===== config.mk =====
export PLATFORM = sky130hd
export DESIGN_NAME = play_engine_flat
export DESIGN_NICKNAME = d
export VERILOG_FILES = /design/src/rtl/play_engine_pkg.sv /design/src/rtl/play_engine_if.sv /design/src/rtl/play_addr_gen.sv /design/src/rtl/play_engine.sv /design/src/flat_wrapper.sv
export SDC_FILE = /design/constraint.sdc
export NUM_CORES = 1
export LEC_CHECK = 0
export CORE_MARGIN = 10
export CORE_UTILIZATION = 50
export DETAILED_ROUTE_END_ITERATION = 12
export PLACE_DENSITY_LB_ADDON = 0.08
export SETUP_SLACK_MARGIN = 0.2
export SLEW_MARGIN = 20
export SYNTH_ARGS = -nofsm -noshare
export SYNTH_HDL_FRONTEND = slang
export SYNTH_SLANG_ARGS = --single-unit

===== constraint.sdc =====
create_clock -name i_clk -period 12.6 [get_ports i_clk]
set_clock_uncertainty 0.05 [all_clocks]
set_input_delay 1.89 -clock i_clk [delete_from_list [all_inputs] [get_ports i_clk]]
set_output_delay 1.89 -clock i_clk [all_outputs]
set_load 0.005 [all_outputs]

===== src/rtl/play_engine_pkg.sv =====
// rtl/play_engine_pkg.sv - shared play-control constants, speed and state enums
package play_engine_pkg;

    localparam int ADDR_W_DEF = 23;
    localparam int DATA_W_DEF = 16;
    localparam logic [22:0] CHUNK_WORDS_DEF = 23'h0F_FFFF;
    localparam logic [22:0] CHUNK_BASE_0    = 23'h00_0000;

    typedef enum logic [1:0] {
        SPD_1X     = 2'd0,
        SPD_2X     = 2'd1,
        SPD_HALF   = 2'd2,
        SPD_1X_ALT = 2'd3
    } play_speed_t;

    typedef enum logic [2:0] {
        ST_IDLE,
        ST_FETCH,
        ST_READY,
        ST_DONE,
        ST_ARM
    } play_state_t;

    // Half speed plays each sample twice: the first strobe of a pair does not move the address.
    function automatic logic [1:0] speed_step(input play_speed_t spd, input logic rep);
        case (spd)
            SPD_2X:   return 2'd2;
            SPD_HALF: return rep ? 2'd1 : 2'd0;
            default:  return 2'd1;
        endcase
    endfunction

endpackage


===== src/rtl/play_engine_if.sv =====
// rtl/play_engine_if.sv - play command, SRAM read port and DAC bundle
interface play_engine_if #(
    parameter int ADDR_W = 23,
    parameter int DATA_W = 16
);
    logic              play_start;
    logic [ADDR_W-1:0] play_select;
    logic              play_pause;
    logic              play_stop;
    logic [1:0]        play_speed;
    logic              play_done;
    logic              mem_req;
    logic [ADDR_W-1:0] mem_addr;
    logic              mem_ack;
    logic [DATA_W-1:0] mem_rdata;
    logic              dac_strobe;
    logic [DATA_W-1:0] dac_data;
    logic              busy;

    modport master (
        output play_start, play_select, play_pause, play_stop, play_speed,
        output mem_ack, mem_rdata, dac_strobe,
        input  play_done, mem_req, mem_addr, dac_data, busy
    );

    modport slave (
        input  play_start, play_select, play_pause, play_stop, play_speed,
        input  mem_ack, mem_rdata, dac_strobe,
        output play_done, mem_req, mem_addr, dac_data, busy
    );
endinterface


===== src/rtl/play_addr_gen.sv =====
// rtl/play_addr_gen.sv - chunk address, speed step, repeat flag and end detect
// PLAY_LOOP_EN: end of chunk reloads the base address instead of holding.
module play_addr_gen
    import play_engine_pkg::*;
#(
    parameter int                ADDR_W      = ADDR_W_DEF,
    parameter logic [ADDR_W-1:0] CHUNK_WORDS = ADDR_W'(CHUNK_WORDS_DEF)
) (
    input  logic              clk,
    input  logic              rst,
    input  logic              load,
    input  logic              advance,
    input  logic [ADDR_W-1:0] select,
    input  play_speed_t       speed,
    output logic [ADDR_W-1:0] addr,
    output logic              hold,
    output logic              at_end
);

    localparam logic [ADDR_W:0] WORDS_EXT = {1'b0, CHUNK_WORDS};
    localparam logic [ADDR_W:0] ONE_EXT   = (ADDR_W+1)'(1);

    logic [ADDR_W-1:0] base;
    logic              rep;
    logic [1:0]        step;
    logic [ADDR_W:0]   next_addr;
    logic [ADDR_W:0]   last_addr;

    // Extra bit keeps a 2x overshoot past the top of the address space comparable.
    assign step      = speed_step(speed, rep);
    assign hold      = (step == 2'd0);
    assign next_addr = {1'b0, addr} + {{(ADDR_W-1){1'b0}}, step};
    assign last_addr = {1'b0, base} + WORDS_EXT - ONE_EXT;
    assign at_end    = !hold && (next_addr > last_addr);

    always_ff @(posedge clk) begin
        if (rst) begin
            addr <= CHUNK_BASE_0[ADDR_W-1:0];
            base <= CHUNK_BASE_0[ADDR_W-1:0];
            rep  <= 1'b0;
        end else if (load) begin
            addr <= select;
            base <= select;
            rep  <= 1'b0;
        end else if (advance) begin
            rep <= hold;
            if (!hold) begin
`ifdef PLAY_LOOP_EN
                if (at_end)
                    addr <= base;
                else
                    addr <= next_addr[ADDR_W-1:0];
`else
                if (!at_end)
                    addr <= next_addr[ADDR_W-1:0];
`endif
            end
        end
    end

endmodule


===== src/rtl/play_engine.sv =====
// rtl/play_engine.sv - play command responder streaming SRAM samples to the DAC
// PLAY_LOOP_EN: replay the chunk from its base until play_stop, no play_done.
module play_engine
    import play_engine_pkg::*;
#(
    parameter int                ADDR_W      = ADDR_W_DEF,
    parameter int                DATA_W      = DATA_W_DEF,
    parameter logic [ADDR_W-1:0] CHUNK_WORDS = ADDR_W'(CHUNK_WORDS_DEF)
) (
    input logic             i_clk,
    input logic             i_rst,
    play_engine_if.slave    bus
);

`ifdef PLAY_LOOP_EN
    localparam bit LOOP_EN = 1'b1;
`else
    localparam bit LOOP_EN = 1'b0;
`endif

    play_state_t       state;
    logic              done_q;
    logic              req_q;
    logic              busy_q;
    logic [DATA_W-1:0] buffer;
    logic [DATA_W-1:0] dac_q;
    logic [ADDR_W-1:0] addr;
    logic              hold;
    logic              at_end;
    logic              load;
    logic              advance;
    logic              accept;

    assign accept  = bus.dac_strobe && !bus.play_pause;
    assign load    = (state == ST_IDLE) && bus.play_start;
    assign advance = (state == ST_READY) && accept && !bus.play_stop;

    play_addr_gen #(
        .ADDR_W      (ADDR_W),
        .CHUNK_WORDS (CHUNK_WORDS)
    ) u_addr_gen (
        .clk     (i_clk),
        .rst     (i_rst),
        .load    (load),
        .advance (advance),
        .select  (bus.play_select),
        .speed   (play_speed_t'(bus.play_speed)),
        .addr    (addr),
        .hold    (hold),
        .at_end  (at_end)
    );

    always_ff @(posedge i_clk) begin
        if (i_rst) begin
            state  <= ST_IDLE;
            done_q <= 1'b0;
            req_q  <= 1'b0;
            busy_q <= 1'b0;
            buffer <= '0;
            dac_q  <= '0;
        end else begin
            done_q <= 1'b0;
            // Stop drops any outstanding request; a late ack then lands in IDLE and is ignored.
            if (bus.play_stop && state != ST_IDLE) begin
                state  <= ST_IDLE;
                req_q  <= 1'b0;
                busy_q <= 1'b0;
                dac_q  <= '0;
            end else begin
                case (state)
                    ST_IDLE: begin
                        if (bus.play_start) begin
                            state  <= ST_FETCH;
                            req_q  <= 1'b1;
                            busy_q <= 1'b1;
                        end
                    end
                    ST_FETCH: begin
                        if (bus.mem_ack) begin
                            buffer <= bus.mem_rdata;
                            req_q  <= 1'b0;
                            state  <= ST_READY;
                        end
                    end
                    ST_READY: begin
                        if (accept) begin
                            dac_q <= buffer;
                            if (!hold) begin
                                if (at_end && !LOOP_EN) begin
                                    state <= ST_DONE;
                                end else begin
                                    state <= ST_FETCH;
                                    req_q <= 1'b1;
                                end
                            end
                        end
                    end
                    ST_DONE: begin
                        done_q <= 1'b1;
                        state  <= ST_ARM;
                    end
                    ST_ARM: begin
                        // Wait for the start level to drop so a held start cannot replay the chunk.
                        if (!bus.play_start) begin
                            state  <= ST_IDLE;
                            busy_q <= 1'b0;
                            dac_q  <= '0;
                        end
                    end
                    default: begin
                        state  <= ST_IDLE;
                        req_q  <= 1'b0;
                        busy_q <= 1'b0;
                    end
                endcase
            end
        end
    end

    assign bus.play_done = done_q;
    assign bus.mem_req   = req_q;
    assign bus.mem_addr  = addr;
    assign bus.dac_data  = dac_q;
    assign bus.busy      = busy_q;

endmodule


===== src/flat_wrapper.sv =====
// flat-port wrapper written by rule: the top's interface ports become plain ports
module play_engine_flat import play_engine_pkg::*;
#(
    parameter int                ADDR_W      = ADDR_W_DEF,
    parameter int                DATA_W      = DATA_W_DEF,
    parameter logic [ADDR_W-1:0] CHUNK_WORDS = ADDR_W'(CHUNK_WORDS_DEF)
)
  (i_clk, i_rst, bus_play_start, bus_play_select, bus_play_pause, bus_play_stop, bus_play_speed, bus_mem_ack, bus_mem_rdata, bus_dac_strobe, bus_play_done, bus_mem_req, bus_mem_addr, bus_dac_data, bus_busy);
  play_engine_if #(.ADDR_W(ADDR_W), .DATA_W(DATA_W)) bus_i ();
  input logic i_clk;
  input logic i_rst;
  input wire logic [$bits(bus_i.play_start)-1:0] bus_play_start;
  input wire logic [$bits(bus_i.play_select)-1:0] bus_play_select;
  input wire logic [$bits(bus_i.play_pause)-1:0] bus_play_pause;
  input wire logic [$bits(bus_i.play_stop)-1:0] bus_play_stop;
  input wire logic [$bits(bus_i.play_speed)-1:0] bus_play_speed;
  input wire logic [$bits(bus_i.mem_ack)-1:0] bus_mem_ack;
  input wire logic [$bits(bus_i.mem_rdata)-1:0] bus_mem_rdata;
  input wire logic [$bits(bus_i.dac_strobe)-1:0] bus_dac_strobe;
  output wire logic [$bits(bus_i.play_done)-1:0] bus_play_done;
  output wire logic [$bits(bus_i.mem_req)-1:0] bus_mem_req;
  output wire logic [$bits(bus_i.mem_addr)-1:0] bus_mem_addr;
  output wire logic [$bits(bus_i.dac_data)-1:0] bus_dac_data;
  output wire logic [$bits(bus_i.busy)-1:0] bus_busy;
  assign bus_i.play_start = bus_play_start;
  assign bus_i.play_select = bus_play_select;
  assign bus_i.play_pause = bus_play_pause;
  assign bus_i.play_stop = bus_play_stop;
  assign bus_i.play_speed = bus_play_speed;
  assign bus_i.mem_ack = bus_mem_ack;
  assign bus_i.mem_rdata = bus_mem_rdata;
  assign bus_i.dac_strobe = bus_dac_strobe;
  assign bus_play_done = bus_i.play_done;
  assign bus_mem_req = bus_i.mem_req;
  assign bus_mem_addr = bus_i.mem_addr;
  assign bus_dac_data = bus_i.dac_data;
  assign bus_busy = bus_i.busy;
  play_engine #(.ADDR_W(ADDR_W), .DATA_W(DATA_W), .CHUNK_WORDS(CHUNK_WORDS)) u_core (.i_clk(i_clk), .i_rst(i_rst), .bus(bus_i));
endmodule

==> run summary <==
Yosys warnings: 0
WS Path Type: in -> reg
number of nets at the end of the flow: 763
maximum clock rate: 150 MHz
TritonCTS sink count: 85
Die Width: 118 microns
maximum count of clock buffers along a single path: 2
antenna violations before repair: 0
final instance area: 5990 sq um
post-synth top area share: 0.351
Setup Total Neg Slack: 0 ns
critical path's slowest cell: sky130_fd_sc_hd__o31a_1
remaining antenna violation count after routing: 0
Reg2Reg Setup Slack: 7.65 ns
worst rel slew slack: 0.386
number of hold-repair buffers added at the cts stage: 0
worst hold start: u_core.buffer[1]$_SDFFE_PP0P_
combined flip-flop and latch cell area: 1700 sq um
multiplexer share of the synthesized area: 0.00207
type of the worst min-delay path: reg -> reg
fraction of final layout cells with drive strength greater than 1: 0.0419
run status: finished clean
Distinct cells, synth: 48
clock transition time at the flip-flop clock pins of the worst setup and hold paths: 0.10 ns
Die Outline Area: 14,000 sq um
clock buffers created by TritonCTS: 9
share of synthesized cell area in full adder, half adder and majority cells: 0.0760
kind of capture point of the worst setup path: flip-flop
total power per unit cell area: 116 nW/um^2
Final Max Slew Viols: 0
Starting Density: 0.519
Buf/Inv on CP: 1
antenna diode count: 0
critical path depth: 18
largest net degree at the start of global routing: 66
Root Buffer Master: sky130_fd_sc_hd__clkbuf_8
number of enable-type register cells in the synthesized netlist: 0
drt first-iter violations: 266
total global-route track usage: 0.187
maximum single-stage delay on the critical path: 0.57 ns
standby leakage power: 2.23 nW
standard cell core area: 9330 sq um
sequential element share of the synthesized area: 0.351
I/O Buffers: 89
height of the chip: 118 microns
critical-path maximum fanout: 21
average cell area after synthesis: 7.81 sq um
Max-Cap Viols: 0
netlist area before placement: 4840 sq um
setup slack at placement: 5.68 ns
final critical path time including I/O delays and setup: 6.67 ns
post-DR wirelength/cell: 16.1 microns
hold-critical path endpoint: u_core.buffer[1]$_SDFFE_PP0P_
number of optimization iterations in the first detailed-route pass: 7
share of the clock period used by the worst path after layout: 0.529
number of instances in the placed design: 805
instance area after placement: 5770 sq um
total routed wirelength: 13,200 microns
leftover overflow at the end of global routing: 0
HPWL after detailed placement: 9690 microns
Setup Fix Bufs, Post-CTS: 0
Synth Instances: 620
Post-Synth XOR/XNOR Area: 0.0724
final worst setup slack: 5.93 ns
number of storage elements in the synthesis netlist: 85
routed vias/inst: 5.70
dominant cells by area after synthesis: sky130_fd_sc_hd__dfxtp_1 (35%), sky130_fd_sc_hd__nand2_1 (8.1%), sky130_fd_sc_hd__ha_1 (7.0%), sky130_fd_sc_hd__a21oi_1 (5.7%), sky130_fd_sc_hd__nor2_1 (4.5%)
post-synthesis cell type with the largest combined area: sky130_fd_sc_hd__dfxtp_1
number of vias after detailed routing: 4,678
number of hold-slack violations in the final timing report: 0
kind of cell adding the most delay to the critical path: simple AND/OR/NAND/NOR gates
Filler cells: 875
via count of the first global-routing pass: 4,686
drc violations: 0
CTS tree: yes
slew at the pin closest to its max-slew limit: 0.921 ns
compound-gate portion of the synthesized area: 0.169
basic-gate share of the synthesized area counting and, or, nand and nor cells: 0.290
combinational family with the most area after synthesis: simple AND/OR/NAND/NOR gates
gp weighted congestion: 0.886
logic depth of the worst register-to-register path: 17
kind of launch point of the worst setup path: input pin
count of standard-cell rows: 35
Final Instance Count excl. Fillers: 821
signal arrival time at the worst endpoint: 6.89 ns
Util after Layout: 0.642
critical path cell sequence: clkdlybuf4s50_1 > nor2b_1 > nor2_1 > ha_1 > fa_1 > nand3_1 > nor3_1 > and3_1 > and3_1 > nand3_1 > xnor2_1 > ha_1 > nand4_1 > nor4b_1 > o31a_1 > o31a_1 > o21ai_0 > a311oi_1
wire length of the first global-routing pass: 22,500 microns
Area Overhead vs Synth: 23.7%
later-pin clock latency in the skew report: 0.36 ns
CP required: 12.82 ns
count of endpoints failing setup in the final report: 0
ys async rst share: 0
total area of multi-input combinational cells: 2960 sq um
number of cells on the worst hold path: 2
endpoint of the most critical register-to-register path: u_core.u_addr_gen.addr[16]$_SDFFE_PP0P_
dominant synthesized flop cell: sky130_fd_sc_hd__dfxtp_1
Post-CTS Resized: 0
worst vdd ir: 0.0597 mV
unrepaired setup endpoints after global routing: false
I/O pin count: 90
Reg2Reg Launch Point: u_core.u_addr_gen.rep$_SDFFE_PP0P_
maximum level of the CTS H-tree: 3
nets in the synthesized netlist: 696
flip-flops by register name, summed over array words and instances (netlist names):
register and flops:
u_core.bus.dac_data 16, u_core.buffer 16, u_core.u_addr_gen.base 23, u_core.state 3, u_core.u_addr_gen.addr 23, u_core.u_addr_gen.rep 1
u_core.bus.play_done 1, u_core.bus.mem_req 1, u_core.bus.busy 1
layout make-up:
type / count / area share
multi-input combinational: 489 / 0.494
sequential: 85 / 0.284
clock buffer: 10 / 0.0230
timing repair buffer: 94 / 0.154
clock inverter: 6 / 0.0127
tap: 129 / 0.0269
inverter: 8 / 0.00501
layer usage:
layer	routed length, microns	global-route usage
met3	877	0.0562
met2	6230	0.309
met4	315	0.0710
met1	5800	0.223
met5	0	0
layout by cell type (no fill, tap or decap), types with 2 or more instances in the layout:
master / n
sky130_fd_sc_hd__a211o_1: 3
sky130_fd_sc_hd__o21ai_0: 22
sky130_fd_sc_hd__a311oi_1: 11
sky130_fd_sc_hd__and4_1: 4
sky130_fd_sc_hd__or2_2: 2
sky130_fd_sc_hd__nor2b_1: 2
sky130_fd_sc_hd__clkbuf_8: 10
sky130_fd_sc_hd__a21boi_0: 2
sky130_fd_sc_hd__or4_1: 4
sky130_fd_sc_hd__nand4_1: 11
sky130_fd_sc_hd__and4b_1: 5
sky130_fd_sc_hd__o31a_1: 3
sky130_fd_sc_hd__nand2b_1: 7
sky130_fd_sc_hd__dfxtp_1: 85
sky130_fd_sc_hd__inv_6: 3
sky130_fd_sc_hd__or3_1: 18
sky130_fd_sc_hd__nand3_1: 22
sky130_fd_sc_hd__and2_1: 2
sky130_fd_sc_hd__o31ai_1: 2
sky130_fd_sc_hd__nor3b_1: 5
sky130_fd_sc_hd__inv_1: 8
sky130_fd_sc_hd__nor2_1: 57
sky130_fd_sc_hd__a22oi_1: 16
sky130_fd_sc_hd__clkdlybuf4s50_1: 88
sky130_fd_sc_hd__and3_1: 8
sky130_fd_sc_hd__o22ai_1: 4
sky130_fd_sc_hd__a211oi_1: 7
sky130_fd_sc_hd__nor3_1: 18
sky130_fd_sc_hd__ha_1: 27
sky130_fd_sc_hd__xnor2_1: 24
sky130_fd_sc_hd__nand3b_1: 2
sky130_fd_sc_hd__xor2_1: 16
sky130_fd_sc_hd__nand2_1: 104
sky130_fd_sc_hd__nor4_1: 10
sky130_fd_sc_hd__a21oi_1: 55
sky130_fd_sc_hd__buf_4: 5
sky130_fd_sc_hd__a41oi_1: 2
worst min-delay path, delay by kind of cell, from the launching register on:
family,cells,cell delay (ns)
and+or+nand+nor,1,0.05
DFF,1,0.32
AOI/OAI and AO/OA,1,0.05
metrics by stage:
step	hold WS [ns]	total power, mW
after global routing	0.435	0.739
after floorplan	0.387	0.426
after global placement	0.393	0.486
after detailed placement	0.397	0.493
final	0.410	0.698
after CTS	0.411	0.703
kinds of logic (layout without fill, tap and decap cells):
group           count (synthesis)  in the layout
simple gates                  287            287
compound gates                132            132
flops                          85             85
buf+inv                        46            118
xor+xnor                       40             40
fa+ha+maj                      29             29
mux                             1              1
where the power goes:
part	switching [mW]	internal, mW	total, mW
registers	0.0232	0.284	0.307
clock network	0.108	0.101	0.209
logic	0.0967	0.0844	0.181
total	0.228	0.470	0.698
cell usage after synthesis, drive strengths merged, types with 5 or more instances:
cell type and n:
a22oi 16, nor4 10, dfxtp 85, nor2 58
clkbuf 32, xnor2 24, or3 19, nand3 22
nand2b 7, and3 8, a311oi 11, inv 8
nand4 11, a211oi 7, buf 6, a21oi 55
xor2 16, nor3b 5, nand2 104, ha 27
and4b 5, nor3 18, o21ai 23
worst max-delay path by stage:
stage	to	startpoint	slack [ns]
floorplan	u_core.state[1]$_SDFFE_PP0P_	bus_play_speed[0]	6.77
global placement	u_core.u_addr_gen.addr[22]$_SDFFE_PP0P_	bus_play_speed[0]	5.75
detailed placement	u_core.u_addr_gen.addr[16]$_SDFFE_PP0P_	bus_play_speed[0]	5.68
CTS	u_core.u_addr_gen.addr[16]$_SDFFE_PP0P_	bus_play_speed[0]	6.01
global route	u_core.u_addr_gen.addr[12]$_SDFFE_PP0P_	bus_play_speed[1]	5.47
finish	u_core.u_addr_gen.addr[16]$_SDFFE_PP0P_	bus_play_speed[0]	5.93
(Power assumes the default switching activity.)
